`src/rtl/mips_mem_pkg.sv`:
```
// Shared definitions for the data-memory arbiter: FSM states, port indices
// and the default memory depth.
package mips_mem_pkg;

    typedef enum logic {
        ST_ARB    = 1'b0,
        ST_LOCKED = 1'b1
    } arb_state_e;

    localparam int unsigned PORT_CPU          = 0;
    localparam int unsigned PORT_DMA          = 1;
    localparam int unsigned DEFAULT_MEM_DEPTH = 100;

endpackage

```
`src/rtl/rr_arb2.sv`:
```
// Two-input round-robin grant: a lone requester always wins; on a tie the
// port selected by ptr wins.
module rr_arb2 (
    input  logic [1:0] req,
    input  logic       ptr,
    output logic [1:0] gnt
);

    always_comb begin
        gnt = '0;
        case (req)
            2'b01:   gnt = 2'b01;
            2'b10:   gnt = 2'b10;
            2'b11:   gnt = ptr ? 2'b10 : 2'b01;
            default: gnt = '0;
        endcase
    end

endmodule

```
`src/rtl/dmem_arbiter.sv`:
```
// Two-port arbiter in front of a single-port data memory (CPU / DMA).
// Define DMEM_ARB_STATS_EN to add saturating grant/conflict counters.
module dmem_arbiter
    import mips_mem_pkg::*;
#(
    parameter int unsigned DATA_WIDTH = 32,
    parameter int unsigned MEM_DEPTH  = DEFAULT_MEM_DEPTH
`ifdef DMEM_ARB_STATS_EN
    ,
    parameter int unsigned CNT_WIDTH  = 16
`endif
) (
    input  logic                  CLK,
    input  logic                  RST,
    input  logic                  req0,
    input  logic                  req1,
    input  logic                  we0,
    input  logic                  we1,
    input  logic                  lock0,
    input  logic                  lock1,
    input  logic [DATA_WIDTH-1:0] addr0,
    input  logic [DATA_WIDTH-1:0] addr1,
    input  logic [DATA_WIDTH-1:0] wdata0,
    input  logic [DATA_WIDTH-1:0] wdata1,
    output logic                  gnt0,
    output logic                  gnt1,
    output logic                  rvalid0,
    output logic                  rvalid1,
    output logic [DATA_WIDTH-1:0] rdata0,
    output logic [DATA_WIDTH-1:0] rdata1,
    output logic                  err0,
    output logic                  err1,
    output logic [DATA_WIDTH-1:0] mem_a,
    output logic [DATA_WIDTH-1:0] mem_wd,
    output logic                  mem_we,
    input  logic [DATA_WIDTH-1:0] mem_rd
`ifdef DMEM_ARB_STATS_EN
    ,
    output logic [CNT_WIDTH-1:0]  gnt_cnt0,
    output logic [CNT_WIDTH-1:0]  gnt_cnt1,
    output logic [CNT_WIDTH-1:0]  conflict_cnt
`endif
);

    localparam logic [DATA_WIDTH-1:0] DEPTH_W = DATA_WIDTH'(MEM_DEPTH);

    arb_state_e            state_q, state_d;
    logic                  owner_q, owner_d;
    logic                  rr_ptr_q, rr_ptr_d;
    logic [1:0]            rvalid_q, rvalid_d;
    logic [1:0]            err_q, err_d;
    logic [DATA_WIDTH-1:0] rdata_q [2];
    logic [DATA_WIDTH-1:0] rdata_d [2];

    logic [1:0]            req_v, we_v, lock_v, rr_gnt, gnt_v;
    logic                  sel, granted, in_range;
    logic [DATA_WIDTH-1:0] addr_sel, wdata_sel;

    assign req_v[PORT_CPU]  = req0;
    assign req_v[PORT_DMA]  = req1;
    assign we_v[PORT_CPU]   = we0;
    assign we_v[PORT_DMA]   = we1;
    assign lock_v[PORT_CPU] = lock0;
    assign lock_v[PORT_DMA] = lock1;

    rr_arb2 u_rr_arb2 (
        .req (req_v),
        .ptr (rr_ptr_q),
        .gnt (rr_gnt)
    );

    always_comb begin
        gnt_v = '0;
        if (RST) begin
            if (state_q == ST_LOCKED) gnt_v[owner_q] = req_v[owner_q];
            else                      gnt_v = rr_gnt;
        end
    end

    assign gnt0      = gnt_v[PORT_CPU];
    assign gnt1      = gnt_v[PORT_DMA];
    assign granted   = |gnt_v;
    assign sel       = gnt_v[PORT_DMA];
    assign addr_sel  = sel ? addr1 : addr0;
    assign wdata_sel = sel ? wdata1 : wdata0;
    assign in_range  = addr_sel < DEPTH_W;

    assign mem_a  = granted ? addr_sel : '0;
    assign mem_wd = granted ? wdata_sel : '0;
    assign mem_we = granted & we_v[sel] & in_range;

    always_comb begin
        state_d  = state_q;
        owner_d  = owner_q;
        rr_ptr_d = rr_ptr_q;
        case (state_q)
            ST_ARB: begin
                if (granted) begin
                    rr_ptr_d = ~sel;
                    if (lock_v[sel]) begin
                        state_d = ST_LOCKED;
                        owner_d = sel;
                    end
                end
            end
            // With lock low the owner either transfers now (gnt follows req)
            // or has abandoned; both release the lock.
            ST_LOCKED: begin
                if (!lock_v[owner_q]) begin
                    state_d  = ST_ARB;
                    rr_ptr_d = ~owner_q;
                end
            end
            default: state_d = ST_ARB;
        endcase

        for (int unsigned p = 0; p < 2; p++) begin
            rvalid_d[p] = gnt_v[p] & ~we_v[p];
            err_d[p]    = gnt_v[p] & ~in_range;
            rdata_d[p]  = rdata_q[p];
            if (gnt_v[p] && !we_v[p]) rdata_d[p] = in_range ? mem_rd : '0;
        end
    end

    always_ff @(posedge CLK or negedge RST) begin
        if (!RST) begin
            state_q  <= ST_ARB;
            owner_q  <= 1'b0;
            rr_ptr_q <= 1'b0;
            rvalid_q <= '0;
            err_q    <= '0;
            rdata_q  <= '{default: '0};
        end else begin
            state_q  <= state_d;
            owner_q  <= owner_d;
            rr_ptr_q <= rr_ptr_d;
            rvalid_q <= rvalid_d;
            err_q    <= err_d;
            rdata_q  <= rdata_d;
        end
    end

    assign rvalid0 = rvalid_q[PORT_CPU];
    assign rvalid1 = rvalid_q[PORT_DMA];
    assign err0    = err_q[PORT_CPU];
    assign err1    = err_q[PORT_DMA];
    assign rdata0  = rdata_q[PORT_CPU];
    assign rdata1  = rdata_q[PORT_DMA];

`ifdef DMEM_ARB_STATS_EN
    logic [CNT_WIDTH-1:0] gnt_cnt_q [2];
    logic [CNT_WIDTH-1:0] gnt_cnt_d [2];
    logic [CNT_WIDTH-1:0] conflict_cnt_q, conflict_cnt_d;

    always_comb begin
        for (int unsigned p = 0; p < 2; p++) begin
            gnt_cnt_d[p] = gnt_cnt_q[p];
            if (gnt_v[p] && !(&gnt_cnt_q[p])) gnt_cnt_d[p] = gnt_cnt_q[p] + 1'b1;
        end
        conflict_cnt_d = conflict_cnt_q;
        if (|(req_v & ~gnt_v) && !(&conflict_cnt_q)) conflict_cnt_d = conflict_cnt_q + 1'b1;
    end

    always_ff @(posedge CLK or negedge RST) begin
        if (!RST) begin
            gnt_cnt_q      <= '{default: '0};
            conflict_cnt_q <= '0;
        end else begin
            gnt_cnt_q      <= gnt_cnt_d;
            conflict_cnt_q <= conflict_cnt_d;
        end
    end

    assign gnt_cnt0     = gnt_cnt_q[PORT_CPU];
    assign gnt_cnt1     = gnt_cnt_q[PORT_DMA];
    assign conflict_cnt = conflict_cnt_q;
`endif

endmodule

```
`config.mk`:
```
export PLATFORM = sky130hd
export DESIGN_NAME = dmem_arbiter
export DESIGN_NICKNAME = d
export VERILOG_FILES = /design/src/rtl/mips_mem_pkg.sv /design/src/rtl/rr_arb2.sv /design/src/rtl/dmem_arbiter.sv
export SDC_FILE = /design/constraint.sdc
export NUM_CORES = 1
export LEC_CHECK = 0
export ABC_AREA = 1
export CORE_MARGIN = 2
export CORE_UTILIZATION = 35
export CTS_CLUSTER_DIAMETER = 60
export DETAILED_ROUTE_END_ITERATION = 16
export PLACE_DENSITY = 0.83
export SYNTH_ARGS = -nofsm -noshare
export SYNTH_HDL_FRONTEND = slang
export SYNTH_HIERARCHICAL = 1
export SYNTH_SLANG_ARGS = --single-unit
export TNS_END_PERCENT = 5
```
`constraint.sdc`:
```
create_clock -name CLK -period 4 [get_ports CLK]
set_clock_uncertainty 0.15 [all_clocks]
set_input_delay 0.8 -clock CLK [delete_from_list [all_inputs] [get_ports CLK]]
set_output_delay 0.8 -clock CLK [all_outputs]
set_load 0.01 [all_outputs]
```
==> results of run 1 <==
[sequential cells by signal (all words and copies together) (netlist names)]
register and count:
rdata0 32, rdata1 32, err_q 2, rvalid_q 2, owner_q 1, rr_ptr_q 1
state_q 1
[path summary, 6_finish.rpt]
path | end | slack [ns] | cells past startpoint
min in group CLK | rdata0[19] | 0.33 | 2
setup / recovery | mem_we | 0.03 | 19
hold reg to reg | rdata0[19] | 0.33 | 2
max in group asynchronous | rdata0[15] | 2.59 | 2
hold / removal | err_q[0] | 0.25 | 2
setup reg to reg | rdata1[2] | 1.12 | 14
[repair_timing]
action / in CTS / in global routing
gates resized for setup: 50 / 43
setup endpoints to repair: 65 / 40
pin swaps: 0 / 1
gates cloned: 0 / 4
[area by class of cell]
class                           instances  area, µm²  area share, %
Antenna cell                            2      5.005        0.06098
Sequential cell                        71       1777          21.65
Clock buffer                           10      239.0          2.912
Tap cell                              172      215.2          2.622
Clock inverter                          5      33.78         0.4116
Multi-Input combinational cell        499       2160          26.31
Timing Repair Buffer                  346       3478          42.38
Inverter                               80      300.3          3.659
[critical path, stage by stage]
cell             delay (ns)
clkdlybuf4s50_1        0.43
inv_1                  0.08
nand2_1                0.05
nand2_1                0.09
nor2_1                 0.05
nor2_2                 0.18
nand2_4                0.12
buf_12                 0.17
buf_12                 0.14
nand2_1                0.07
nand2_1                0.07
nand2_1                0.08
nor2_1                 0.04
nor2_1                 0.09
nand2_1                0.10
nor2_4                 0.12
nand2_2                0.08
nor2_1                 0.10
buf_2                  0.15
[cell usage after synthesis, drive strengths merged]
cell	count
o2111ai	1
o22ai	1
nand4	64
nand3b	6
clkbuf	26
inv	80
nand3	5
dfrtp	71
o21ai	24
a21oi	4
nor2	49
nand2	344
a31oi	1
buf	21
[per-layer routing]
| layer | track usage (%) | routed length [µm] | vias to the layer above |
|---|---|---|---|
| li1 | - | - | 2791 |
| met1 | 30.15 | 6982 | 2617 |
| met2 | 42.62 | 9034 | 249 |
| met3 | 7.209 | 1400 | 34 |
| met4 | 8.235 | 499 | 0 |
| met5 | 0 | 0 | - |
[cells in the final DEF (no fill, tap or decap), types with 5 or more instances in the layout]
master	n
nand2_1	341
clkdlybuf4s50_1	235
inv_1	79
dfrtp_1	71
nand4_1	64
nor2_1	42
dlygate4sd2_1	38
buf_4	34
dlymetal6s2s_1	26
o21ai_1	13
clkbuf_16	12
o21ai_0	9
nand3b_1	6
nor2_2	5
nand3_1	5
[stage by stage]
step / instance area (µm²) / power [W] / setup TNS, ns / utilization (%)
final: 8208 / 0.003359 / 0 / 65.57
after global routing: 8208 / 0.003579 / -0.2547 / 65.57
after CTS: 8023 / 0.003291 / -0.4231 / 64.09
after detailed placement: 7770 / 0.002627 / -9.875 / 62.08
after global placement: 7770 / 0.002616 / -7.950 / 62.08
after floorplan: 4464 / 0.001616 / 0 / -
[power breakdown]
| group | internal (W) | switching [W] |
|---|---|---|
| clock network | 0.000433 | 0.000297 |
| registers | 0.000742 | 0.0000197 |
| logic | 0.000874 | 0.000994 |
[logic make-up after synthesis]
logic type | count (synthesis) | share of synthesized area, %
AO/OA/AOI/OAI | 31 | 3.616
buffers and inverters | 127 | 12.84
AND/OR/NAND/NOR | 468 | 43.75
flip-flops | 71 | 39.80
==> results.toml, run 1 <==
[critical_path]
endpoint_kind = "output pin"
crit_required_ns = 3.05
path_class = "in2out"
path_max_fanout = 12
cp.arrival_ns = 3.02
startpoint_type = "input pin"
r2r_start = "rr_ptr_q"
startpoint = "req0"

[route]
wl_per_cell_um = 15.12
wl_um = 17920
firstDrtPassIters = 5
drc = 0
post_drt_via_cell_ratio = 4.803
vias = 5691
first_iter_violations = 489
antenna_left = 0

[cts]
clock_sinks = 71
cts_tree = "yes"
cts_buffers = 9
clk_path_buf_depth = 2
ctsHoldBuffers = 0
h-tree-depth = 3
clk_pin_slew_ns = 0.06
post_cts.repair.setup_buffers = 0
worstSkewPairLatency_ns = 0.32
clockRootBuffer = "clkbuf_16"

[global_route]
grt_pass1_vias = 5265
grt_start_max_net_pins = 68
antenna_found_initial = 2
grt_pass1_wl_um = 26540
grt_overflow_total = 0
grt_usage_pct = 24.89

[yosys]
synth_nets = 865
synth_top_area_share_pct = 39.80
yosysSeqAreaShare_pct = 39.80
synth_top_cell_by_area = "dfrtp_1"
ys_warn_count = 6
synth_area_leaders = "dfrtp_1, nand2_1, nand4_1"
ys_ff_latch = 71
syn_area_um2 = 4464
yosysUniqueCellTypes = 19
netlist_instances = 697
synth.avg_cell_area_um2 = 6.405

[power]
p_leak_nw = 4.829
powerDensity_nw_per_um2 = 409.2
peakVddDrop_mv = 0.2722

[cells_and_area]
fin_nets = 1175
syn_to_final_growth_pct = 83.86
fin_cells = 1185
fillers = 1105
drive_gt1_share_pct = 7.319

[placed_design]
port_buffers = 302
dp_slack_ns = -0.3822
dp_hpwl_um = 13340
gp_congestion = 0.9726
placed_cells = 1164

[floorplan]
dieArea_um2 = 13680
core_area_um2 = 12520
die_y_um = 116.9
initial_utilization_pct = 35.67
io_pins = 303
die_w_um = 116.9
rows = 41

[sta]
tightest_slew_ns = 1.073
rsz0062_at_grt = "yes"
slew_viol_final = 0
finalSetupViolCount = 0
finalHoldViolCount = 0
setup_ws_ns = 0.03425
relSlewSlack_pct = 28.40
clock.fmax_mhz = 252.2
finalCriticalPeriod_ns = 3.966
hold_ws_ns = 0.2463
period_share_pct = 99.14

[job]
maxCapViolCount = 0

[min_path]
hold_path_class = "in2async"

[outcome]
status = "completed"
(Power assumes the default switching activity.)
==> inputs of run 2 (changes only) <==
CORE_ASPECT_RATIO = 1.75   (was not set)
CORE_MARGIN = 4   (was 2)
==> run 2 against run 1 <==
Register-to-register slack better by 0.18 ns. Sequential share of layout area shrank 0.23 points. Cell area rose by 1.1%. Non-clock buffer count fell by 8. Fmax grew 0.92%. Clock power rose by 19%. Final cell count decreased by 1.0%. Critical path depth is 3 lower. Via count is 2.3% lower. Worst hold slack better by 0.080 ns. Global-route usage is 1.9 points lower.
==> results.toml, run 2 (synthesis gave the netlist of run 1 again) <==
[sta]
clock.fmax_mhz = 254.5
rsz0062_at_grt = "yes"
slew_viol_final = 0
finalCriticalPeriod_ns = 3.930
tightest_slew_ns = 0.9000
finalHoldViolCount = 0
relSlewSlack_pct = 40.00
period_share_pct = 98.24
hold_ws_ns = 0.3259
finalSetupViolCount = 0
finalSetupTns_ns = 0

[cts]
clk_pin_slew_ns = 0.06
clockRootBuffer = "clkbuf_16"
cts_buffers = 9
cts_tree = "yes"
ctsHoldBuffers = 0
clock_sinks = 71
h-tree-depth = 3
clk_path_buf_depth = 2
worstSkewPairLatency_ns = 0.32

[global_route]
use_met1_pct = 23.12
grt_overflow_total = 0
grt_pass1_wl_um = 26570
antenna_found_initial = 1
met3_usage_pct = 5.739
top_usage_layer = "met2"
use_met2_pct = 43.45
grt_usage_pct = 22.96
grt_start_max_net_pins = 72
grt_pass1_vias = 5332

[placed_design]
gp_congestion = 0.8330
place_area_um2 = 7747
dp_hpwl_um = 13610
port_buffers = 302

[route]
post_drt_via_cell_ratio = 4.742
vias = 5562
antenna_left = 0
first_iter_violations = 242
drc = 0
wl_um = 17620
wl_per_cell_um = 15.02
firstDrtPassIters = 4

[critical_path]
path_class = "in2out"
cp.arrival_ns = 2.98
rr_worst_depth = 14
path_max_fanout = 25
r2r_start = "rr_ptr_q"
endpoint_kind = "output pin"
startpoint_type = "input pin"
startpoint = "req0"
crit_required_ns = 3.05

[floorplan]
initial_utilization_pct = 35.72
rows = 54
die_y_um = 157.4
die_w_um = 93.38
dieArea_um2 = 14700
core_area_um2 = 12500
io_pins = 303

[cells_and_area]
fin_nets = 1167
syn_to_final_growth_pct = 85.79
drive_gt1_share_pct = 6.375
layout_commonest_cell = "nand2_1"
final_util_pct = 66.36
final_cell_mix = "nand2_1, clkdlybuf4s50_1, inv_1"
final_area_um2 = 8294
fillers = 1040

[power]
finalPower_w = 0.003476
powerDensity_nw_per_um2 = 419.0
p_leak_nw = 5.136
peakVddDrop_mv = 0.2705

[min_path]
hold_start = "rdata1[26]"
min_path_cells = 2
hold_path_class = "reg2reg"

[job]
maxCapViolCount = 0

[outcome]
status = "completed"
-- run 2: path summary, 6_finish.rpt --
kind                       slack [ns]          to
setup reg to reg                 1.30  rdata0[10]
hold / removal                   0.33  rdata1[26]
hold reg to reg                  0.33  rdata1[26]
max in group asynchronous        2.54  rdata1[18]
setup / recovery                 0.07      mem_we
min in group asynchronous        0.58    rr_ptr_q
-- run 2: metrics by stage --
stage / setup WS [ns] / std cells
final: 0.07026 / 1173
after global routing: -0.1529 / 1173
after CTS: -0.03958 / 1171
after detailed placement: -0.3186 / 1154
after global placement: -0.2199 / 1154
after floorplan: 0.7303 / 697
-- run 2: timing repair --
item	CTS	global route
setup buffers	0	1
endpoints found under the setup margin	36	62
hold endpoints to repair	0	0
resized for setup	19	60
pin swaps	0	0
cloned	1	0
-- run 2: report_power, final --
| part | switching (W) | leakage, nW | internal [W] | total (W) |
|---|---|---|---|---|
| clock network | 0.000315 | 0.161 | 0.000554 | 0.000869 |
| registers | 0.0000219 | 0.986 | 0.000742 | 0.000763 |
| logic | 0.000955 | 3.99 | 0.000887 | 0.00184 |
| total | 0.00129 | 5.14 | 0.00218 | 0.00348 |
-- run 2: final cells by class --
type | count | area (µm²) | area share [%]
clock buffers | 9 | 225.2 | 2.715
well taps | 168 | 210.2 | 2.534
repair buffers | 338 | 3527 | 42.53
flip-flops and latches | 71 | 1777 | 21.42
diodes | 1 | 2.502 | 0.03017
clock inverters | 7 | 103.9 | 1.252
inverters | 80 | 300.3 | 3.620
multi-input cells | 499 | 2148 | 25.90
-- run 2: layer usage --
metal  routed length (µm)  vias to the layer above
li1                     -                     2763
met2                 9621                      249
met3                 1338                       44
met4                  702                        0
met5                    0                        -
met1                 5956                     2506
-- run 2: critical path: stages --
cell	delay [ns]
clkdlybuf4s50_1	0.43
inv_1	0.09
nand2_1	0.06
nand2_1	0.07
nor2_1	0.05
nor2_2	0.15
nand2_4	0.11
buf_16	0.18
o21ai_1	0.19
nand2_1	0.07
nor2_1	0.11
nand2_1	0.11
nor2_4	0.12
nand2_1	0.09
nor2_1	0.10
clkdlybuf4s15_2	0.24
